$ cat config.mk
export PLATFORM = sky130hd
export DESIGN_NAME = lgn_class_reader
export DESIGN_NICKNAME = d
export VERILOG_FILES = /design/src/rtl/lgn_pkg.sv /design/src/rtl/lgn_popcount.sv /design/src/rtl/lgn_class_reader.sv
export SDC_FILE = /design/constraint.sdc
export NUM_CORES = 1
export LEC_CHECK = 0
export ABC_AREA = 1
export CORE_MARGIN = 1.5
export CORE_UTILIZATION = 30
export CTS_BUF_LIST = sky130_fd_sc_hd__clkbuf_16
export CTS_CLUSTER_SIZE = 10
export DETAILED_ROUTE_END_ITERATION = 7
export PLACE_DENSITY_LB_ADDON = 0.12
export SYNTH_ARGS = -nofsm -noshare
export SYNTH_HDL_FRONTEND = slang
export SYNTH_SLANG_ARGS = --single-unit
$ cat constraint.sdc
create_clock -name clk -period 13.4 [get_ports clk]
set_clock_uncertainty 0.2 [all_clocks]
set_input_delay 2.68 -clock clk [delete_from_list [all_inputs] [get_ports clk]]
set_output_delay 2.68 -clock clk [all_outputs]
set_load 0.05 [all_outputs]
$ cat src/rtl/lgn_pkg.sv
// ---------------------------------------------------------------------------
// lgn_pkg
// Shared constants and types for the LGN class reader slice.
//   CLASSES : number of output classes scanned by the reader
//   N       : gate outputs per class (popcount group width)
//   SCORE_W : score width, 2**SCORE_W > N so a full group never overflows
//   CLASS_W : class index width, 2**CLASS_W >= CLASSES
// ---------------------------------------------------------------------------
package lgn_pkg;

   localparam int CLASSES = 10;
   localparam int N       = 15;
   localparam int SCORE_W = 4;
   localparam int CLASS_W = 4;

   // Index of the final class; the scan leaves SCAN after this one
   localparam logic [CLASS_W-1:0] LAST_IDX = CLASS_W'(CLASSES - 1);

   typedef logic [SCORE_W-1:0] score_t;

   typedef enum logic [1:0] {
      IDLE = 2'd0,
      SCAN = 2'd1,
      DONE = 2'd2
   } state_t;

endpackage

$ cat src/rtl/lgn_popcount.sv
// ---------------------------------------------------------------------------
// lgn_popcount
// Combinational popcount of one class group. A single instance is shared by
// the whole scan, with the group selected upstream by the scan index.
//   i_bits  : WIDTH gate outputs of one class
//   o_count : number of ones in i_bits, zero-extended to OUT_W bits
// ---------------------------------------------------------------------------
module lgn_popcount
   import lgn_pkg::*;
#(
   parameter int WIDTH = N,
   parameter int OUT_W = SCORE_W
)
(
   input  logic [WIDTH-1:0] i_bits,
   output logic [OUT_W-1:0] o_count
);

   // Plain adder chain; synthesis rebalances it into a tree
   always_comb begin
      o_count = '0;
      for (int i = 0; i < WIDTH; i++) begin
         o_count = o_count + OUT_W'(i_bits[i]);
      end
   end

endmodule

$ cat src/rtl/lgn_class_reader.sv
// ---------------------------------------------------------------------------
// lgn_class_reader
// Consumer end of the LGN output bus. On an accepted start the flat gate
// vector is snapshotted, then one class per cycle is popcounted and the
// argmax tracked. Results are held until the next accepted start.
// Optional build macro: LGN_READER_MARGIN_EN (runner-up tracking, margin out).
// Ports:
//   clk, rst_n   : clock, asynchronous active-low reset
//   y_in         : gate outputs, class c at [c*N +: N]
//   start        : classification request, honoured only in IDLE
//   busy         : high while scanning
//   done         : one-cycle pulse when results become valid
//   result_valid : results held and valid
//   class_out    : winning class index
//   best_score   : popcount of the winning class
//   margin       : best minus runner-up (0 when the macro is undefined)
//   sel          : class index for the score readout
//   sel_score    : stored score of class sel (0 when sel is out of range)
// ---------------------------------------------------------------------------
module lgn_class_reader
   import lgn_pkg::*;
(
   input  logic                   clk,
   input  logic                   rst_n,
   input  logic [CLASSES*N-1:0]   y_in,
   input  logic                   start,
   output logic                   busy,
   output logic                   done,
   output logic                   result_valid,
   output logic [CLASS_W-1:0]     class_out,
   output logic [SCORE_W-1:0]     best_score,
   output logic [SCORE_W-1:0]     margin,
   input  logic [CLASS_W-1:0]     sel,
   output logic [SCORE_W-1:0]     sel_score
);

   state_t                r_state;
   state_t                w_nextState;
   logic [CLASSES*N-1:0]  r_snap;
   logic [CLASS_W-1:0]    r_idx;
   score_t                r_best;
   logic [CLASS_W-1:0]    r_class;
   score_t                r_score [CLASSES];
   logic                  r_done;
   logic                  r_valid;
   logic [CLASS_W-1:0]    r_classOut;
   score_t                r_bestScore;
   logic [N-1:0]          w_slice;
   score_t                w_score;
   logic                  w_take;
   score_t                w_selScore;

   // State register
   always_ff @(posedge clk or negedge rst_n) begin
      if (!rst_n) begin
         r_state <= IDLE;
      end else begin
         r_state <= w_nextState;
      end
   end

   // Next-state logic: start is only looked at in IDLE, so re-pulses during
   // SCAN or DONE are dropped rather than queued
   always_comb begin
      w_nextState = r_state;
      case (r_state)
         IDLE:    if (start) w_nextState = SCAN;
         SCAN:    if (r_idx == LAST_IDX) w_nextState = DONE;
         DONE:    w_nextState = IDLE;
         default: w_nextState = IDLE;
      endcase
   end

   // Select the group currently being scanned; a compare-per-class mux keeps
   // the select in range for every idx encoding
   always_comb begin
      w_slice = '0;
      for (int c = 0; c < CLASSES; c++) begin
         if (r_idx == CLASS_W'(c)) w_slice = r_snap[c*N +: N];
      end
   end

   lgn_popcount #(.WIDTH(N), .OUT_W(SCORE_W)) u_popcount (
      .i_bits  (w_slice),
      .o_count (w_score)
   );

   // Strict greater-than means an equal later score never displaces the
   // earlier class, so ties resolve to the lowest index
   assign w_take = (r_idx == '0) || (w_score > r_best);

   // Scan datapath and held results. Scores are cleared on an accepted start
   // so classes not yet reached read back as zero during the scan.
   always_ff @(posedge clk or negedge rst_n) begin
      if (!rst_n) begin
         r_snap      <= '0;
         r_idx       <= '0;
         r_best      <= '0;
         r_class     <= '0;
         r_done      <= 1'b0;
         r_valid     <= 1'b0;
         r_classOut  <= '0;
         r_bestScore <= '0;
         for (int c = 0; c < CLASSES; c++) r_score[c] <= '0;
      end else begin
         r_done <= 1'b0;
         case (r_state)
            IDLE: begin
               if (start) begin
                  r_snap  <= y_in;
                  r_idx   <= '0;
                  r_best  <= '0;
                  r_class <= '0;
                  r_valid <= 1'b0;
                  for (int c = 0; c < CLASSES; c++) r_score[c] <= '0;
               end
            end
            SCAN: begin
               for (int c = 0; c < CLASSES; c++) begin
                  if (r_idx == CLASS_W'(c)) r_score[c] <= w_score;
               end
               if (w_take) begin
                  r_best  <= w_score;
                  r_class <= r_idx;
               end
               if (r_idx != LAST_IDX) r_idx <= r_idx + 1'b1;
            end
            DONE: begin
               r_done      <= 1'b1;
               r_valid     <= 1'b1;
               r_classOut  <= r_class;
               r_bestScore <= r_best;
            end
            default: ;
         endcase
      end
   end

`ifdef LGN_READER_MARGIN_EN
   score_t r_second;
   score_t r_margin;

   // Runner-up tracking. At idx 1 the best is always class 0, so whatever
   // class 1 scores, the smaller of the two becomes the runner-up. A score
   // equal to best lands in second, giving margin 0 on ties.
   always_ff @(posedge clk or negedge rst_n) begin
      if (!rst_n) begin
         r_second <= '0;
         r_margin <= '0;
      end else begin
         case (r_state)
            IDLE: if (start) r_second <= '0;
            SCAN: begin
               if (r_idx == '0) begin
                  r_second <= '0;
               end else if (w_score > r_best) begin
                  r_second <= r_best;
               end else if ((w_score > r_second) || (r_idx == CLASS_W'(1))) begin
                  r_second <= w_score;
               end
            end
            DONE: r_margin <= r_best - r_second;
            default: ;
         endcase
      end
   end

   assign margin = r_margin;
`else
   assign margin = '0;
`endif

   // Score readout; indices past the last class fall through to zero
   always_comb begin
      w_selScore = '0;
      for (int c = 0; c < CLASSES; c++) begin
         if (sel == CLASS_W'(c)) w_selScore = r_score[c];
      end
   end

   assign busy         = (r_state == SCAN);
   assign done         = r_done;
   assign result_valid = r_valid;
   assign class_out    = r_classOut;
   assign best_score   = r_bestScore;
   assign sel_score    = w_selScore;

endmodule

==> impl_metrics.env <==
export IMPL_status="finished clean"
export IMPL_ys_seq_elements=214
export IMPL_io_pin_count=176
export IMPL_synth_cells=1391
export IMPL_num_rows=68
export IMPL_ant_nets=0
export IMPL_cpPeakStageDelay_ns=0.80
export IMPL_postCtsSetupRepairBufs=0
export IMPL_die_w_um=191
export IMPL_hold_class="flop to flop"
export IMPL_overflow=0
export IMPL_synthesis_area_mm2=0.0106
export IMPL_synth_edff_count=0
export IMPL_postSynthAreaPerCell_um2=7.63
export IMPL_insertion_delay_ns=0.53
export IMPL_crit_required_ns=10.52
export IMPL_fillCellCount=3711
export IMPL_drc=0
export IMPL_maxCapViolCount=0
export IMPL_dr_pass1_iters=5
export IMPL_critPathTopFamily="buffers and inverters"
export IMPL_yosysUniqueCellTypes=41
export IMPL_cts_buffers=26
export IMPL_drive_gt1_frac=0.0486
export IMPL_hpwl_um=22100
export IMPL_yosysWarnings=0
export IMPL_viasPerCell=4.49
export IMPL_grt_max_degree=80
export IMPL_htreeDepth=1
export IMPL_final_nets=1714
export IMPL_ctsHoldBuffers=0
export IMPL_wl_um=31200
export IMPL_core_mm2=0.0347
export IMPL_wl_per_cell_um=15.6
export IMPL_path_buf_inv=3
export IMPL_start_kind="primary input"
export IMPL_cts_sinks=214
export IMPL_critPathMaxFanout=9
export IMPL_cts_resized=0
export IMPL_diodes=0
export IMPL_cts_tree="done"
export IMPL_setup_worst_path_end_class="output port"
export IMPL_syn2layout_area_growth_pct=26.0
export IMPL_min_period_ns=8.08
export IMPL_ys_seq_area_frac=0.504
export IMPL_grt_pass1_wl_um=49800
export IMPL_initial_core_util=0.306
export IMPL_path_cells="clkdlybuf4s50_1, nor2_2, inv_1, nor3_1, nand2_1, nand3_1, o22ai_1, nand3_1, o21ai_0, nand4_1, clkdlybuf4s50_1"
export IMPL_rsz0062_at_grt="no"
export IMPL_grt_pass1_vias=8967
export IMPL_clockBufferDepth=3
export IMPL_cts_reportedPaths_clkPinSlew_ns=0.06
export IMPL_die_area_mm2=0.0365
export IMPL_cp_arrival_ns=5.20
export IMPL_synth_top_flop_cell="dfrtp_1"
export IMPL_dr_total_vias=8969
export IMPL_cpMaxStageDelayCell="clkdlybuf4s50_1"
export IMPL_routabilityCongestion=0.821
export IMPL_track_usage=0.175
export IMPL_fp_dieH_um=191
export IMPL_clock_fmax_ghz=0.124
export IMPL_slew_headroom=0.381
export IMPL_async_reset_ff_frac=1.00
export IMPL_max_slew_worst_pin_slew_ns=0.928
export IMPL_slew_viol_final=0
export IMPL_final_hold_viol_count=0
export IMPL_portBuffers=171
export IMPL_finalSetupViolCount=0
export IMPL_tns_ns=0
export IMPL_period_share=0.603
export IMPL_drtIter0Drc=553
export IMPL_antenna_found_initial=0
export IMPL_root_buffer="clkbuf_16"
export IMPL_worstSetupPathType="primary input to output port"
## cell usage after synthesis, types with 8 or more instances
cell type,instances,share of area
nand2_1,705,0.25
dfrtp_1,214,0.50
nand3_1,98,0.046
inv_1,83,0.029
o21ai_0,54,0.025
nor2_1,33,0.012
clkbuf_1,31,0.011
buf_2,25,0.012
or2_0,22,0.013
nand4_1,16,0.0094
ha_1,14,0.017
or2_2,13,0.0077
o21ai_1,12,0.0057
a21oi_1,9,0.0042
fa_1,9,0.017
inv_2,8,0.0028
## cells by family after synthesis
group | synth area share
buffers and inverters | 0.0606
other | 0.000353
DFF | 0.504
adders and majority gates | 0.0335
muxes | 0.000943
and+or+nand+nor | 0.356
xor gates and xnor gates | 0.00248
AOI/OAI and AO/OA | 0.0418
## state kept, by name, indices dropped and copies added, names as in the netlist, 2 cells and up
name and count:
r_snap 150, r_score 40, best_score 4, class_out 4, r_best 4, r_class 4, r_idx 4, r_state 2
## final cells by class
type	count	area, µm²	share of cell area
multi-input combinational	1024	4640	0.347
clock buffer	27	676	0.0505
clock inverter	10	38.8	0.00290
tap	455	569	0.0426
inverter	93	354	0.0265
sequential	214	5360	0.400
timing repair buffer	175	1750	0.131
## path summary, 6_finish.rpt
check / from / endpoint / slack [ns] / depth (start not counted)
worst max-delay path: sel[3] / sel_score[1] / 5.32 / 11
worst min-delay path: r_snap[98] / r_snap[98] / 0.27 / 2
worst max register to register: r_idx[1] / r_best[3] / 5.91 / 26
worst min register to register: r_snap[98] / r_snap[98] / 0.27 / 2
max in group asynchronous: rst_n / r_snap[124] / 9.63 / 2
min in group asynchronous: rst_n / r_snap[1] / 2.00 / 1
## worst min-delay path, delay by kind of cell, from the launching register on
kind / cells / cell delay (ns)
flip-flops: 1 / 0.33
AND/OR/NAND/NOR: 2 / 0.10
## per-layer routing
metal,track usage,routed length (µm),vias up
met5,0,0,-
met4,0.0343,432,0
met3,0.0237,1290,30
met2,0.279,14200,166
met1,0.254,15300,4188
li1,-,-,4585
## per-stage QoR
| stage | setup WS [ns] | utilization | cells | hold WS [ns] | instance area [µm²] |
|---|---|---|---|---|---|
| 5_1_grt | 5.08 | 0.385 | 1998 | 0.288 | 13400 |
| 4_1_cts | 5.31 | 0.385 | 1998 | 0.273 | 13400 |
| 3_3_place_gp | 5.38 | 0.365 | 1961 | 0.255 | 12700 |
| 2_1_floorplan | 6.55 | - | 1394 | 0.241 | 10600 |
| 6_report | 5.32 | 0.385 | 1998 | 0.270 | 13400 |
| 3_5_place_dp | 5.32 | 0.365 | 1961 | 0.258 | 12700 |
## cells in the final DEF (no fill, tap or decap), drive strengths merged, types with 3 or more instances in the layout
cell type      count
a21oi              9
nand4             16
clkinv             6
or2               36
nand2            712
clkbuf            28
dfrtp            214
conb               4
xor2               3
ha                14
fa                 9
nor2              39
inv               97
buf                4
o21ai             68
nor3               6
clkdlybuf4s50    170
nand3             99
Power is left out: the tool's default activity adds up to more than one toggle a clock period on the data nets, which glitch-free logic cannot reach.
==> RTL change, RTL diff (same flow settings) <==
Encoding of `state_t`: now one-hot (3 bits for 3 states).
--- a/src/rtl/lgn_pkg.sv
+++ b/src/rtl/lgn_pkg.sv
@@ -19,8 +19,8 @@
    typedef logic [SCORE_W-1:0] score_t;
 
-   typedef enum logic [1:0] {
-      IDLE = 2'd0,
-      SCAN = 2'd1,
-      DONE = 2'd2
+   typedef enum logic [2:0] {
+      IDLE = 3'b001,
+      SCAN = 3'b010,
+      DONE = 3'b100
    } state_t;
 
Formal check against the unedited RTL: no difference found for any inputs over 4 cycles, from zero or initial values and one cycle with rst_n low; so few cycles prove little.
==> RTL change against the unedited design <==
Maximum frequency grew 1.5%. Count of clock-buffer cells in the layout unchanged. Final area about the same. First-iteration DRC count shrank 8.0%. Utilization rose by 0.11 points. Sequential cell count up 1. Wire length grew 0.17%. Register-to-register slack gained 0.37 ns. Synthesized area shrank 0.35%. Synthesized cell count about the same. Worst setup slack improved by 0.12 ns. Worst hold slack about the same. Critical path type unchanged. Critical endpoint is now sel_score[2]. Highest routed layer unchanged.
==> RTL change: results (changes against the unedited design) <==
| Metric | Value |
|---|---|
| Nets | `1715 (+0.058%)` |
| M1 wire length | `15.2 mm (-0.42%)` |
| Crit path DAT | `5.08 ns (-0.12 ns)` |
| # diodes | `0 (unchanged)` |
| Setup Fix Bufs, Post-CTS | `0 (unchanged)` |
| HPWL after DPL | `22.2 mm (+0.73%)` |
| CTS clk-pin slew, worst paths | `~0.05 ns` |
| Relative slew slack | `0.339 (-0.0421)` |
| Post-CTS Resized | `0 (unchanged)` |
| Crit path max fanout | `9 (unchanged)` |
| Status | `completed` |
| Placement Cell Area | `12600 sq um (-0.16%)` |
| Tot GR Track Use | `0.176 (+0.000765)` |
| Biggest regs | `r_snap x150, r_score x40` |
| Top cell type's share of synthesized area | `0.506 (+0.00179)` |
| Metal2 WL | `14.6 mm (+2.3%)` |
| Register area share after synthesis | `0.509 (+0.00427)` |
| Synth area leaders | `dfrtp_1 51%, nand2_1 25%, nand3_1 4.5%` |
| Share of cells above drive strength 1 | `0.0472 (-0.00142)` |
| Hold buffers post-CTS | `0 (unchanged)` |
| Synth cell types | `34 (-17%)` |
| Commonest cells post-synth | `711 x nand2_1, 214 x dfrtp_1, 95 x nand3_1` |
| Vias in the first global route | `9066 (+1.1%)` |
| Vias | `8978 (+0.10%)` |
| First-pass GRT wire length | `50.0 mm (+0.39%)` |
| Drt pass-1 iters | `4 (-1)` |
| CTS max path bufs | `3 (unchanged)` |
| H-tree depth | `1 (unchanged)` |
| GP Congestion | `0.845 (+2.9%)` |
| Largest net degree at the start of global routing | `91 (+14%)` |
| Total wire length | `31.3 mm (+0.17%)` |
| Num CTS Buffers | `27 (+3.8%)` |
| Area leader, netlist | `dfrtp_1` |
| Met3 WL | `1.01 mm (-22%)` |
| DRT iter0 DRCs | `509 (-8.0%)` |
| Post-Syn Instances | `1390 (-0.072%)` |
| WL/cell | `15.6 um (about the same)` |
[RTL change: logic make-up (layout without fill, tap and decap cells)]
logic type	after synthesis	after routing	share of synthesized area
adders and majority gates	23	23	0.0336
DFF	215	215	0.509
other	1	4	0.000355
buffers and inverters	152	306	0.0594
AOI/OAI and AO/OA	84	84	0.0409
xor gates and xnor gates	2	2	0.00166
and+or+nand+nor	913	913	0.355
[RTL change: report_power, final]
group / leakage (uW) / internal, uW / switching, uW
logic: 0.00364 / 966 / 1660
clock network: 0.000389 / 358 / 267
registers: 0.00274 / 910 / 139
[RTL change: routing by layer]
metal	GRT usage	vias up
met3	0.0202	35
met1	0.247	4191
met5	0	-
li1	-	4590
met4	0.0366	0
met2	0.291	162
[RTL change: layout make-up]
type	instances	area, sq um
Clock buffer	27	676
Clock inverter	14	63.8
Fill cell	3674	21200
Inverter	87	329
Multi-Input combinational cell	1026	4590
Sequential cell	215	5380
Tap cell	455	569
Timing Repair Buffer	178	1770
[RTL change: final timing paths]
kind                       startpoint           end  slack (ns)  depth (start not counted)
max                            sel[2]  sel_score[2]        5.44                         10
min                        r_snap[98]    r_snap[98]        0.27                          2
max reg2reg                  r_idx[1]    r_class[3]        6.28                         26
min reg2reg                r_snap[98]    r_snap[98]        0.27                          2
max in group asynchronous       rst_n    r_snap[64]        9.60                          2
min in group asynchronous       rst_n     r_snap[2]        1.95                          1
[RTL change: through the flow]
step	hold slack (ns)	setup WS, ns	util
after floorplan	0.241	6.64	-
after global placement	0.255	5.51	0.365
after detailed placement	0.258	5.45	0.365
after CTS	0.274	5.44	0.386
after global routing	0.288	5.19	0.386
final	0.270	5.44	0.386
